`src/rtl/hilo_pkg.sv`:
```
// Shared definitions for the HI/LO sequencer: opcodes, FSM encoding and divider sizing.
package hilo_pkg;

    localparam logic [1:0] OP_MULT = 2'b00;
    localparam logic [1:0] OP_DIV  = 2'b01;
    localparam logic [1:0] OP_MTHI = 2'b10;
    localparam logic [1:0] OP_MTLO = 2'b11;

    localparam int unsigned DIV_CYCLES = 32;
    localparam int unsigned DIV_CNT_W  = $clog2(DIV_CYCLES);

    typedef enum logic [1:0] {
        StIdle,
        StMultWait,
        StDivRun,
        StFinish
    } state_e;

endpackage

```
`src/rtl/div32_iter.sv`:
```
// Unsigned restoring divider, one quotient bit per clock, MSB first.
module div32_iter
    import hilo_pkg::*;
(
    input  logic        clk,
    input  logic        rst,
    input  logic        start,
    input  logic [31:0] dividend,
    input  logic [31:0] divisor,
    output logic        last,
    output logic [31:0] quotient,
    output logic [31:0] remainder
);

    logic [31:0]          rem_q;
    logic [31:0]          quo_q;
    logic [31:0]          dsr_q;
    logic [DIV_CNT_W-1:0] cnt_q;
    logic                 run_q;

    logic [32:0] shifted;
    logic [32:0] diff;

    // quotient/remainder are the post-step values, so the caller can capture
    // them on the same edge that performs the final iteration.
    always_comb begin
        shifted   = {rem_q, quo_q[31]};
        diff      = shifted - {1'b0, dsr_q};
        quotient  = {quo_q[30:0], ~diff[32]};
        remainder = diff[32] ? shifted[31:0] : diff[31:0];
        last      = run_q && (cnt_q == DIV_CNT_W'(DIV_CYCLES - 1));
    end

    always_ff @(posedge clk) begin
        if (rst) begin
            rem_q <= '0;
            quo_q <= '0;
            dsr_q <= '0;
            cnt_q <= '0;
            run_q <= 1'b0;
        end else if (start) begin
            rem_q <= '0;
            quo_q <= dividend;
            dsr_q <= divisor;
            cnt_q <= '0;
            run_q <= 1'b1;
        end else if (run_q) begin
            rem_q <= remainder;
            quo_q <= quotient;
            cnt_q <= cnt_q + DIV_CNT_W'(1);
            if (last) begin
                run_q <= 1'b0;
            end
        end
    end

endmodule

```
`src/rtl/hilo_unit.sv`:
```
// HI/LO sequencer: drives an external MULT32, runs the iterative divider and MTHI/MTLO.
module hilo_unit
    import hilo_pkg::*;
#(
    parameter int unsigned MULT_LATENCY = 1
) (
    input  logic        CLK,
    input  logic        RST,
    input  logic        START,
    input  logic [1:0]  OP,
    input  logic [31:0] A,
    input  logic [31:0] B,
    input  logic [31:0] MULT_HI,
    input  logic [31:0] MULT_LO,
    output logic [31:0] MULT_A,
    output logic [31:0] MULT_B,
    output logic        BUSY,
    output logic        DONE,
    output logic        DIV_BY_ZERO,
    output logic [31:0] HI,
    output logic [31:0] LO
);

    state_e      state_q;
    logic [3:0]  cnt_q;
    logic        zero_q;
    logic        div_start;
    logic        div_last;
    logic [31:0] div_quo;
    logic [31:0] div_rem;

    // Divide-by-zero never enters the iterator; the FSM short-circuits it.
    assign div_start = START && (OP == OP_DIV) && (B != '0)
                       && ((state_q == StIdle) || (state_q == StFinish));

    div32_iter u_div (
        .clk       (CLK),
        .rst       (RST),
        .start     (div_start),
        .dividend  (A),
        .divisor   (B),
        .last      (div_last),
        .quotient  (div_quo),
        .remainder (div_rem)
    );

    always_ff @(posedge CLK) begin
        if (RST) begin
            state_q     <= StIdle;
            cnt_q       <= '0;
            zero_q      <= 1'b0;
            MULT_A      <= '0;
            MULT_B      <= '0;
            BUSY        <= 1'b0;
            DONE        <= 1'b0;
            DIV_BY_ZERO <= 1'b0;
            HI          <= '0;
            LO          <= '0;
        end else begin
            DONE <= 1'b0;
            unique case (state_q)
                StIdle, StFinish: begin
                    state_q <= StIdle;
                    BUSY    <= 1'b0;
                    if (START) begin
                        case (OP)
                            OP_MULT: begin
                                MULT_A      <= A;
                                MULT_B      <= B;
                                cnt_q       <= 4'(MULT_LATENCY);
                                state_q     <= StMultWait;
                                BUSY        <= 1'b1;
                                DIV_BY_ZERO <= 1'b0;
                            end
                            OP_DIV: begin
                                MULT_A      <= A;
                                MULT_B      <= B;
                                zero_q      <= (B == '0);
                                state_q     <= StDivRun;
                                BUSY        <= 1'b1;
                                DIV_BY_ZERO <= 1'b0;
                            end
                            OP_MTHI: HI <= A;
                            OP_MTLO: LO <= A;
                        endcase
                    end
                end
                StMultWait: begin
                    if (cnt_q == 4'd1) begin
                        HI      <= MULT_HI;
                        LO      <= MULT_LO;
                        state_q <= StFinish;
                        BUSY    <= 1'b0;
                        DONE    <= 1'b1;
                    end else begin
                        cnt_q <= cnt_q - 4'd1;
                    end
                end
                StDivRun: begin
                    if (zero_q) begin
                        LO          <= 32'hFFFF_FFFF;
                        HI          <= MULT_A;
                        DIV_BY_ZERO <= 1'b1;
                        state_q     <= StFinish;
                        BUSY        <= 1'b0;
                        DONE        <= 1'b1;
                    end else if (div_last) begin
                        LO      <= div_quo;
                        HI      <= div_rem;
                        state_q <= StFinish;
                        BUSY    <= 1'b0;
                        DONE    <= 1'b1;
                    end
                end
                default: state_q <= StIdle;
            endcase
        end
    end

endmodule

```
`config.mk`:
```
export PLATFORM = sky130hd
export DESIGN_NAME = hilo_unit
export DESIGN_NICKNAME = d
export VERILOG_FILES = /design/src/rtl/hilo_pkg.sv /design/src/rtl/div32_iter.sv /design/src/rtl/hilo_unit.sv
export SDC_FILE = /design/constraint.sdc
export NUM_CORES = 1
export LEC_CHECK = 0
export ABC_AREA = 0
export CORE_MARGIN = 2
export CORE_UTILIZATION = 31
export CTS_CLUSTER_SIZE = 30
export DETAILED_ROUTE_END_ITERATION = 12
export GPL_TIMING_DRIVEN = 0
export PLACE_DENSITY = 0.62
export RECOVER_POWER = 100
export SYNTH_ARGS = -nofsm -noshare
export SYNTH_HDL_FRONTEND = slang
export SYNTH_HIERARCHICAL = 1
export SYNTH_SLANG_ARGS = --single-unit
```
`constraint.sdc`:
```
create_clock -name CLK -period 4.3 [get_ports CLK]
set_input_delay 0.43 -clock CLK [delete_from_list [all_inputs] [get_ports CLK]]
set_output_delay 0.43 -clock CLK [all_outputs]
set_load 0.03 [all_outputs]
```
Yosys cells after proc, flatten, opt, wreduce, memory -nomap -nowiden. Index checks and enable logic that the tools add are counted.

Reduce and logical (&&, ||, !) cells: 22. Add/subtract/negate cells: 3. Muxes and demuxes: 42. Bitwise logic cells: 1. Eq/ne operators: 17.

Operators with widths (number): 2-to-1 mux 32 bit (13); case mux 32 bit (3 select lines) (2); subtractor 33 x 32 -> 33 bit (1); zero test 32 bit (1); nonzero test 32 bit (1); AND reduction 4 bit (4); 2-to-1 mux 1 bit (14); 2-to-1 mux 4 bit (3); != test 2 bit (second input constant) (5); == test 2 bit (second input constant) (4); 2-to-1 mux 2 bit (4); case mux 4 bit (2 select lines) (1); != test 2 x 1 -> 1 bit (second input constant) (3); case mux 2 bit (3 select lines) (1); AND reduction 3 bit (2); nonzero test 2 bit (3); OR reduction 2 bit (3); adder 5 x 1 -> 5 bit (second input constant) (1); == test 5 bit (second input constant) (1); == test 2 x 1 -> 1 bit (second input constant) (2); == test 4 x 1 -> 1 bit (second input constant) (1); logical AND 1 bit (4); zero test 2 bit (2); case mux 1 bit (2 select lines) (2); 7 further kinds (7).

Register bits after elaboration: 240. Logic and storage cells: 100. Output and inout port bits: 131. Bits of input ports: 133.

Depth between registers and ports, before layout.
Depth after elaboration: 5. Gate-level depth with buffers: 18. Gate-level depth less buffers: 16.

By module. Netlist, hierarchy kept.

Modules (own cells, without submodules): div32_iter (area each 6712.7 µm², instances 1, seq. area each 2042.0 µm², cells each 823); hilo_unit (area each 6680.2 µm², instances 1, seq. area each 2762.6 µm², cells each 860).

Worst setup path after synthesis. OpenSTA, ideal clock, no wires.

Path kind: register to register. Start point: register u_div.quo_q[31]. End point: register HI[31]. Arrival time: 3302 ps. Cell stages (with the launch flop): 18. Setup slack: 865 ps. Setup time: 132 ps. Clock period less this slack: 3435 ps. Required time: 4168 ps. Path buffers: 2. Path through: dfxtp_1 > inv_1 > ha_1 > fa_1 > nand2b_1 > a21oi_1 > o21a_1 > o21ai_0 > a21oi_1 > o2111ai_1 > o211ai_4 > buf_6 > buf_6 > mux2_2 > mux2_2 > a221o_1 > nand3_1 > a21oi_1.

Longest elaborated chain between the ends: 5.

RTL lines: from (decl) (RTL line div32_iter.sv:16) `logic [31:0] quo_q;`; from (signal assigned) (RTL line div32_iter.sv:43) `quo_q <= dividend;`; from (signal assigned) (RTL line div32_iter.sv:49) `quo_q <= quotient;`; subtractor 33 x 32 -> 33 bit (RTL line div32_iter.sv:28) `diff = shifted - {1'b0, dsr_q};`; 2-to-1 mux 32 bit (RTL line div32_iter.sv:30) `remainder = diff[32] ? shifted[31:0] : diff[31:0];`; named net div_rem[31] (RTL line hilo_unit.sv:30) `logic [31:0] div_rem;`; 2-to-1 mux 32 bit (RTL line hilo_unit.sv:107) `end else if (div_last) begin`; 2-to-1 mux 32 bit (RTL line hilo_unit.sv:100) `if (zero_q) begin`; case mux 32 bit (3 select lines) (RTL line hilo_unit.sv:61) `unique case (state_q)`; to (signal assigned) (RTL line hilo_unit.sv:109) `HI <= div_rem;`; to (decl) (RTL line hilo_unit.sv:20) `output logic [31:0] HI,`.

The timed path passes the listed nets, and every way through them passes these cells. The select of a mux whose other input is x is not followed. A chain may end at the register's enable or synchronous reset.

Worst setup path after layout.
Start point: register u_div.quo_q[31]. End point: register HI[20].

Same word-level chain as after synthesis.

==> results.sh <==
export IMPL_cp_max_fo=10
export IMPL_antenna_cells=0
export IMPL_die_h_um=211.9
export IMPL_drtPass1Iterations=7
export IMPL_rsz0062_at_grt="no"
export IMPL_postPlaceCellArea_um2=16760
export IMPL_path_delay_family="compound AO/OA/AOI/OAI gates"
export IMPL_p_total_w=0.01271
export IMPL_rows=76
export IMPL_port_buffer_count=263
export IMPL_ios=264
export IMPL_gp_congestion=0.9237
export IMPL_finalMaxSlewViolations=0
export IMPL_period_minus_slack_ns=4.077
export IMPL_most_common_layout_cells="nand2_1, dfxtp_1, a21oi_1"
export IMPL_net_switching_power_w=0.005691
export IMPL_wl_mm=49.88
export IMPL_ant_nets=0
export IMPL_wl_per_cell_um=19.30
export IMPL_switching_share_pct=44.79
export IMPL_synth_edf_count=0
export IMPL_dieArea_um2=44880
export IMPL_final_common_cell="nand2_1"
export IMPL_syn_inst=1683
export IMPL_maxCapViolCount=0
export IMPL_dr_total_vias=13104
export IMPL_synth_seq_area_share_pct=35.87
export IMPL_dp_slack_ns=0.2141
export IMPL_grt_first_pass_wirelength_mm=74.53
export IMPL_clock_fmax_mhz=245.3
export IMPL_fin_worst_skew_ns=0.008096
export IMPL_cts_root_buf="clkbuf_16"
export IMPL_fillerInstances=4399
export IMPL_busiest_layer="met2"
export IMPL_clkLatencyLatePin_ns=0.56
export IMPL_slowest_delay_ns=0.41
export IMPL_end_kind="flop"
export IMPL_worst_slew_pin_slew_ns=0.9758
export IMPL_coreArea_um2=42890
export IMPL_yosys_cell_types_count=68
export IMPL_yosysTopAreaCellShare_pct=35.87
export IMPL_crit_required_ns=4.71
export IMPL_power_internal_w=0.007016
export IMPL_final_setup_viol_count=0
export IMPL_combPwrFrac_pct=56.7
export IMPL_initialDrtViolationCount=928
export IMPL_dp_cells=2531
export IMPL_avgSynthCellArea_um2=7.958
export IMPL_nNetsFinal=2149
export IMPL_fin_area_um2=17610
export IMPL_finalCritPeriodShare_pct=94.80
export IMPL_ys_warn_count=6
export IMPL_synth_nets=1855
export IMPL_p_leak_nw=7.079
export IMPL_cts_tree="yes"
export IMPL_status="finished clean"
export IMPL_hold_violations=0
export IMPL_pwr_share_seq_pct=23.5
export IMPL_syn_to_final_growth_pct=31.52
export IMPL_initial_core_util_pct=31.23
export IMPL_timing_setup_tns_ns=0
export IMPL_clkPwrFrac_pct=19.8
export IMPL_crit_buf_inv=2
export IMPL_netlist_area_um2=13390
export IMPL_grt_max_degree=14
export IMPL_slowest_stage="fa_1"
export IMPL_place_hpwl_mm=39.16
export IMPL_h_tree_depth=1
export IMPL_grt_antenna_before_repair=0
export IMPL_cts_buffers=29
export IMPL_synth_top_area_cell="dfxtp_1"
export IMPL_yosys_top_cells_area="dfxtp_1, a21oi_1, nand2_1"
export IMPL_arrival_ns=4.49
export IMPL_cts_max_path_buffers=3
export IMPL_post_cts_buffers=0
export IMPL_start_kind="flop"
export IMPL_ys_flop_type="dfxtp_1"
export IMPL_grt_use_met1_pct=28.33
export IMPL_grt_use_total_pct=21.45
export IMPL_cts_sink_count=240
export IMPL_p_per_area_nw_per_um2=721.4
export IMPL_max_slew_margin_rel_pct=34.95
export IMPL_cpMostUsedCell="a21oi_1"
export IMPL_ir_drop_uv=374.9
export IMPL_gr_usage_met3_pct=3.694
export IMPL_worstSetupPathType="reg2reg"
export IMPL_clk_pin_slew_worst_paths_ns=0.06
export IMPL_fin_ws_ns=0.2235
export IMPL_hp_class="reg2reg"
export IMPL_fin_cells=2584
export IMPL_drc_errors=0
export IMPL_ys_ff_latch=240
export IMPL_vias_per_cell=5.071
export IMPL_grt_pass1_vias=12678
export IMPL_die_x_um=211.9
export IMPL_grt_ovfl_total=0
export IMPL_drive_gt1_share_pct=8.454
export IMPL_use_met2_pct=36.20
export IMPL_cp_cell_sequence="inv_1 -> ha_1 -> fa_1 -> nand2b_1 -> a21oi_1 -> o21a_1 -> o21ai_0 -> a21oi_1 -> o2111ai_1 -> o211ai_4 -> clkbuf_4 -> mux2_4 -> mux2_1 -> a221o_1 -> nand3_1 -> a21oi_1"
export IMPL_async_reset_ff_share_pct=0
final timing paths:
| kind | endpoint | slack, ns | cells past startpoint | from |
|---|---|---|---|---|
| setup reg to reg | HI[20]$_SDFFE_PP0P_ | 0.22 | 16 | u_div/quo_q[31]$_SDFFE_PP0P_ |
| hold reg to reg | LO[22]$_SDFFE_PP0P_ | 0.45 | 2 | LO[22]$_SDFFE_PP0P_ |
| setup / recovery | HI[20]$_SDFFE_PP0P_ | 0.22 | 16 | u_div/quo_q[31]$_SDFFE_PP0P_ |
| hold / removal | LO[22]$_SDFFE_PP0P_ | 0.45 | 2 | LO[22]$_SDFFE_PP0P_ |
synthesized netlist by cell type, types with 35 or more instances:
library cell,count
a21oi_1,226
buf_2,35
clkbuf_1,71
dfxtp_1,240
ha_1,38
inv_1,49
mux2_4,39
mux2i_1,68
nand2_1,255
nand2b_1,43
nand3_1,73
nor2_1,186
o21ai_0,54
through the flow:
step / utilization, % / hold WS [ns]
after global placement: 39.07 / 0.4412
final: 41.07 / 0.4474
after CTS: 41.32 / 0.4536
after global routing: 41.07 / 0.4623
after detailed placement: 39.07 / 0.4460
after floorplan: - / 0.4559
power by group through the flow:
| stage | sequential (W) | combinational (W) | clock (W) |
|---|---|---|---|
| CTS | 0.00300 | 0.00752 | 0.00255 |
| global route | 0.00303 | 0.00774 | 0.00263 |
| global placement | 0.00303 | 0.00743 | 0 |
| detailed placement | 0.00304 | 0.00749 | 0 |
| floorplan | 0.00367 | 0.00443 | 0 |
| finish | 0.00298 | 0.00720 | 0.00252 |
routing by layer:
metal / up-vias / share of wire [%] / wire, µm
met1: 6178 / 45 / 22630
met2: 468 / 46 / 22770
met3: 76 / 6.8 / 3374
met5: - / 0 / 0
li1: 6382 / - / -
met4: 0 / 2.2 / 1103
what timing repair did:
item                       4_1_cts  5_1_grt
hold buffers                     0        0
resized for setup                0        1
setup endpoints to repair        0        2
hold endpoints to repair         0        0
logic make-up (layout without fill, tap and decap cells):
family,after synthesis,after routing,share of synthesized area [%]
AND/OR/NAND/NOR,620,620,20.29
AO/OA/AOI/OAI,421,421,19.58
flip-flops,240,240,35.87
buffers and inverters,206,522,7.437
multiplexers,128,128,11.22
adder cells (fa/ha/maj),39,39,3.700
XOR/XNOR,29,29,1.896
area by class of cell:
| class | count | area (µm²) | area share, % |
|---|---|---|---|
| Timing Repair Buffer | 263 | 2633 | 14.95 |
| Tap cell | 585 | 732.0 | 4.155 |
| Clock buffer | 39 | 833.3 | 4.731 |
| Buffer | 157 | 789.5 | 4.482 |
| Inverter | 49 | 183.9 | 1.044 |
| Clock inverter | 14 | 131.4 | 0.7458 |
| Sequential cell | 240 | 4805 | 27.28 |
| Multi-Input combinational cell | 1237 | 7507 | 42.62 |
registers in the layout, summed over array words and instances (netlist names):
register / count
state_q: 2
MULT_A: 32
u_div/cnt_q: 5
BUSY: 1
u_div/run_q: 1
MULT_B: 32
zero_q: 1
u_div/quo_q: 32
HI: 32
LO: 32
u_div/rem_q: 32
DIV_BY_ZERO: 1
cnt_q: 4
DONE: 1
u_div/dsr_q: 32
worst register-to-register path: stages, from the launching register on:
cell       delay (ns)
dfxtp_1          0.38
inv_1            0.06
ha_1             0.23
fa_1             0.41
nand2b_1         0.18
a21oi_1          0.20
o21a_1           0.23
o21ai_0          0.18
a21oi_1          0.23
o2111ai_1        0.22
o211ai_4         0.18
clkbuf_4         0.32
mux2_4           0.37
mux2_1           0.30
a221o_1          0.30
nand3_1          0.09
a21oi_1          0.07
Note: power is estimated with default switching activity, not from simulation.
